`src/rtl/mu0_mem_arbiter.sv`:
```
// Two-port arbiter sharing one single-port 4K x 16 synchronous RAM between the MU0 CPU and a host.
// Each grant runs IDLE -> ACCESS -> DONE, so at most one transfer completes every three cycles.
module mu0_mem_arbiter #(
    parameter int unsigned PRIORITY = 0,
    parameter logic [3:0]  MAX_WAIT = 4'd3
) (
    input  logic        clk_i,
    input  logic        rst_i,

    input  logic        cpu_req_i,
    input  logic        cpu_we_i,
    input  logic [11:0] cpu_addr_i,
    input  logic [15:0] cpu_wdata_i,
    output logic        cpu_ack_o,
    output logic [15:0] cpu_rdata_o,

    input  logic        host_req_i,
    input  logic        host_we_i,
    input  logic [11:0] host_addr_i,
    input  logic [15:0] host_wdata_i,
    output logic        host_ack_o,
    output logic [15:0] host_rdata_o,

    output logic [11:0] mem_addr_o,
    output logic [15:0] mem_wdata_o,
    output logic        mem_read_o,
    output logic        mem_write_o,
    input  logic [15:0] mem_rdata_i,

    output logic        busy_o,
    output logic        owner_host_o
);

    localparam logic [1:0] StIdle   = 2'd0;
    localparam logic [1:0] StAccess = 2'd1;
    localparam logic [1:0] StDone   = 2'd2;

    // In the fixed-priority modes, which port is the high-priority one.
    localparam logic HostHigh = (PRIORITY == 32'd2);

    logic [1:0] state_q, state_d;
    logic       owner_q, owner_d;
    logic [3:0] wait_q, wait_d;

    logic grant_host;
    logic low_req;
    logic any_req;

    assign any_req = cpu_req_i | host_req_i;
    assign low_req = HostHigh ? cpu_req_i : host_req_i;

    always_comb begin
        grant_host = host_req_i;
        if (cpu_req_i && host_req_i) begin
            if (PRIORITY == 32'd0) begin
                grant_host = ~owner_q;
            end else if ((MAX_WAIT != 4'd0) && (wait_q == MAX_WAIT)) begin
                grant_host = ~HostHigh;
            end else begin
                grant_host = HostHigh;
            end
        end
    end

    always_comb begin
        state_d = state_q;
        owner_d = owner_q;
        wait_d  = wait_q;
        case (state_q)
            StIdle: begin
                if (any_req) begin
                    state_d = StAccess;
                    owner_d = grant_host;
                    if (PRIORITY != 32'd0) begin
                        // Count only grants that made a pending low-priority port wait.
                        if ((grant_host == HostHigh) && low_req) begin
                            wait_d = (wait_q == MAX_WAIT) ? wait_q : wait_q + 4'd1;
                        end else begin
                            wait_d = 4'd0;
                        end
                    end
                end
            end
            StAccess: state_d = StDone;
            StDone:   state_d = StIdle;
            default:  state_d = StIdle;
        endcase
    end

    always_ff @(posedge clk_i or posedge rst_i) begin
        if (rst_i) begin
            state_q <= StIdle;
            owner_q <= 1'b1;
            wait_q  <= 4'd0;
        end else begin
            state_q <= state_d;
            owner_q <= owner_d;
            wait_q  <= wait_d;
        end
    end

    always_comb begin
        mem_addr_o  = 12'd0;
        mem_wdata_o = 16'd0;
        mem_read_o  = 1'b0;
        mem_write_o = 1'b0;
        if (state_q == StAccess) begin
            mem_addr_o  = owner_q ? host_addr_i  : cpu_addr_i;
            mem_wdata_o = owner_q ? host_wdata_i : cpu_wdata_i;
            mem_write_o = owner_q ? host_we_i    : cpu_we_i;
            mem_read_o  = ~mem_write_o;
        end
    end

    assign cpu_ack_o    = (state_q == StDone) & ~owner_q;
    assign host_ack_o   = (state_q == StDone) &  owner_q;
    assign cpu_rdata_o  = mem_rdata_i;
    assign host_rdata_o = mem_rdata_i;
    assign busy_o       = (state_q != StIdle);
    assign owner_host_o = owner_q;

endmodule

```
`config.mk`:
```
export PLATFORM = sky130hd
export DESIGN_NAME = mu0_mem_arbiter
export DESIGN_NICKNAME = d
export VERILOG_FILES = /design/src/rtl/mu0_mem_arbiter.sv
export SDC_FILE = /design/constraint.sdc
export NUM_CORES = 1
export LEC_CHECK = 0
export ABC_CLOCK_PERIOD_IN_PS = 2550
export CAP_MARGIN = 20
export CORE_MARGIN = 2
export CORE_UTILIZATION = 24
export DETAILED_ROUTE_END_ITERATION = 6
export GPL_ROUTABILITY_DRIVEN = 0
export PLACE_DENSITY = 0.95
export REMOVE_ABC_BUFFERS = 1
export SYNTH_ARGS = -nofsm -noshare
export SYNTH_HDL_FRONTEND = slang
export SYNTH_SLANG_ARGS = --single-unit
```
`constraint.sdc`:
```
create_clock -name clk_i -period 2.55 [get_ports clk_i]
set_input_delay 0.3825 -clock clk_i [delete_from_list [all_inputs] [get_ports clk_i]]
set_output_delay 0.3825 -clock clk_i [all_outputs]
set_load 0.05 [all_outputs]
```
# Word-level counts from Yosys, hierarchy flattened
# Index checks and enable logic that the tools add are counted.
# word_totals
elab_cells	24
output_inout_bits	66
reg_bits	3
# classes
n_eq_ne	3
muxes	10
n_reduce_logical	4
n_bitwise	5
# ops
cell	n
$mux 16	2
$mux 12	2
$mux 1	4
$pmux 2 s2	1
$and 1x1->1	2
$eq 2x1->1 const B	1
$eq 2x2->1 const B	1
$logic_not 2->1	1
$mux 2	1
$ne 2x2->1 const B	1
$not 1->1	2
$reduce_and 2->1	1
$reduce_bool 2->1	1
$logic_and 1x1->1	1
$or 1x1->1	1

# Depth between registers and ports, before layout
# logic_depth
depth_word	3
mapped_depth	4

# Least setup slack after synthesis
# No wires, ideal clock.
# synth_timing
kind	register -> output
start	reg owner_q, in the netlist owner_host_o
end	out cpu_ack_o
arrival_time_ns	1.907
required_ns	2.168
stages_incl_launch_ff	4
n_path_buf	2
setup_slack_ns	0.260
cell_sequence	dfstp_2 -> buf_6 -> buf_12 -> nor3b_1
# synth_between
elab_chain_len	2
# synth_lines
item	line	source
from (decl)	42	logic owner_q, owner_d;
from (signal assigned)	97	owner_q <= owner_d;
$not 1->1	115	assign cpu_ack_o = (state_q == StDone) & ~owner_q;
$and 1x1->1	115	
to (decl)	14	output logic cpu_ack_o,
# No other way between the ends.

# Worst setup path in the final report
# layout_timing
start	reg owner_q, in the netlist owner_host_o
end	out mem_read_o
# layout_between
elab_chain_len	3
# layout_lines
item	line	source
$mux 1	110	mem_write_o = owner_q ? host_we_i : cpu_we_i;
$not 1->1	111	mem_read_o = ~mem_write_o;
$mux 1	107	if (state_q == StAccess) begin
to (decl)	26	output logic mem_read_o,
# No other way between the ends.

==> metrics.txt <==
GR Overflow Total 0; Die Ht between 60 and 70 µm; HPWL Detailed ~2900 µm; CTS tree yes; Layout area overhead 119.1%; Port Buf Inserts 95; die width about 64 µm; FF-to-FF Start owner_host_o$_DFFE_PP1P_; io pins 144; dpl ws ~0.62 ns; drt initial violations 21; H-tree depth 1; # setup viols final 0; fin crit period roughly 2.2 ns; Nets between 200 and 300; top post-synthesis cells by area mux2i_1, buf_4, nor2_1; f_max 462.0 MHz; crit path DAT approximately 1.8 ns; post-synth top area cell mux2i_1; most frequent cells in the layout clkdlybuf4s50_1, nor2_1, buf_12; CP Cell Sequence buf_4 > mux2i_1 > nor2b_1 > buf_12; pin count of the biggest net entering global routing 32; via count 970; DIE AREA 4132 µm²; kind of critical path reg2out; Layout Skew 0.003805 ns; Routed Antenna Nets 0; CTS buffer count 3; Fill cells approximately 330; status completed; Slew HR ~67%; layout cells sized above 1 between 20% and 30%; post-route cell area 1911 µm²; # resized after CTS 0; MaxCap Viol Count 0; fin crit share 84.88%; Clock Latency Late Sink about 0.23 ns; register area ~76 µm²; Root Buffer clkbuf_4; Post-CTS Hold Buffers 0; ant diodes 0; slowest stage delay, CP between 0.6 and 0.7 ns; Total Routed Length 3376 µm; Post-CTS Setup Bufs 0; CTS Buffer Depth 2; pwr dens 1161 nW/µm²; Syn Std Cell Area about 870 µm²; Critical Path Start owner_host_o$_DFFE_PP1P_; vias in the first global route 993; initial antenna violation count 0; Avg Cell Area, Syn between 7 and 8 µm²; gr usage total around 16%; CP Data Required Time 2.17 ns; Initial Utilization between 20 and 30%; Critical Path Start Type flip-flop; global-route wire length before repair between 4000 and 5000 µm; peak supply drop ~0.57 mV; Least-Margin Pin Slew 0.4908 ns; Critical Path Slowest Stage Cell dfstp_2; number of distinct library cells after synthesis 16; post-route insts no fill between 200 and 250; multi-input combinational cell area between 400 and 500 µm²; Clk pin slew, worst setup/hold paths ~0.04 ns; Cell Area, Placed approximately 1900 µm²; LEAKAGE 0.8609 nW; router iterations before antenna repair 2; wire per inst ~15 µm; cell count after synthesis ~110; final slew viol count 0; drc violations 0; Core Area ~3400 µm²; Post-Place Cells 217; PnR worst setup slack just under 0.4 ns; worst hold path type in2async; crit path capture type output pin; Yosys warning total 0; clk sinks 3; Seq cells post-synth 3; Rows 21; drt via density roughly 4.4; RSZ-0062 raised after global routing false; post-synthesis sequential area ratio about 8.8%; post-synth top area share between 30 and 40%; commonest non-fill, non-tap cell in the layout clkdlybuf4s50_1; setup TNS 0 ns; Final Hold Viols 0; Crit Path Max Fanout 11
==> worst paths after layout <==
path                                             to  slack [ns]  cells after the start
min reg2reg                owner_host_o$_DFFE_PP1P_        0.63                      2
min in group clk_i         owner_host_o$_DFFE_PP1P_        0.63                      2
min                          state_q[0]$_DFFE_PP0P_        0.33                      2
max in group asynchronous  owner_host_o$_DFFE_PP1P_        2.01                      2
max reg2reg                owner_host_o$_DFFE_PP1P_        1.55                      2
max                                      mem_read_o        0.39                      4
==> worst max-delay path: cells and delay by family, from the launching register on <==
family                 cells  cell delay (ns)
AND/OR/NAND/NOR            1             0.25
multiplexers               1             0.22
buffers and inverters      2             0.41
flip-flops                 1             0.66
==> power breakdown <==
group	leakage, nW	switching, W	internal [W]
Sequential	0.0357	0.0000434	0.0000769
Combinational	0.810	0.00109	0.000925
Clock	0.0150	0.0000270	0.0000588
==> flip-flops by register name, indices dropped and copies added, names as in the netlist <==
signal,cells
owner_host_o,1
state_q,2
==> final cells by class <==
type	instances	share of cell area [%]
clock buffer	4	1.375
inverter	2	0.3929
multi-input combinational	68	24.17
sequential	3	3.995
tap	46	3.012
timing repair buffer	98	67.06
==> synth_stat cells <==
master / n
and3b_1: 1
nor2b_1: 1
nand2_1: 1
o22a_1: 1
buf_12: 3
dfstp_2: 1
nor3b_1: 2
buf_2: 3
buf_6: 1
mux2i_1: 29
or2_1: 1
buf_4: 32
inv_1: 2
nand2b_1: 1
dfrtp_1: 2
nor2_1: 31
==> logic make-up (layout without fill, tap and decap cells) <==
group | Yosys count | after routing | share of synthesized area [%]
and+or+nand+nor | 38 | 38 | 18.65
buffers and inverters | 41 | 104 | 38.31
muxes | 29 | 29 | 33.29
DFF | 3 | 3 | 8.753
AOI/OAI and AO/OA | 1 | 1 | 1.004
==> through the flow <==
stage          total power, W  util [%]  hold WS [ns]
2_1_floorplan        0.001172         -        0.1354
3_3_place_gp         0.002132     55.16        0.5589
3_5_place_dp         0.002154     55.16        0.5820
4_1_cts              0.002245     55.93        0.3298
5_1_grt              0.002316     55.93        0.3308
6_report             0.002219     55.93        0.3301
==> routing by layer <==
layer	wire length (µm)	track usage, %	part of all wire, %
met3	591	13.73	18
met2	1666	24.74	49
met4	2	4.787	0.059
met5	32	8.333	0.95
met1	1083	14.81	32
Power figures use the tool's default switching activity.
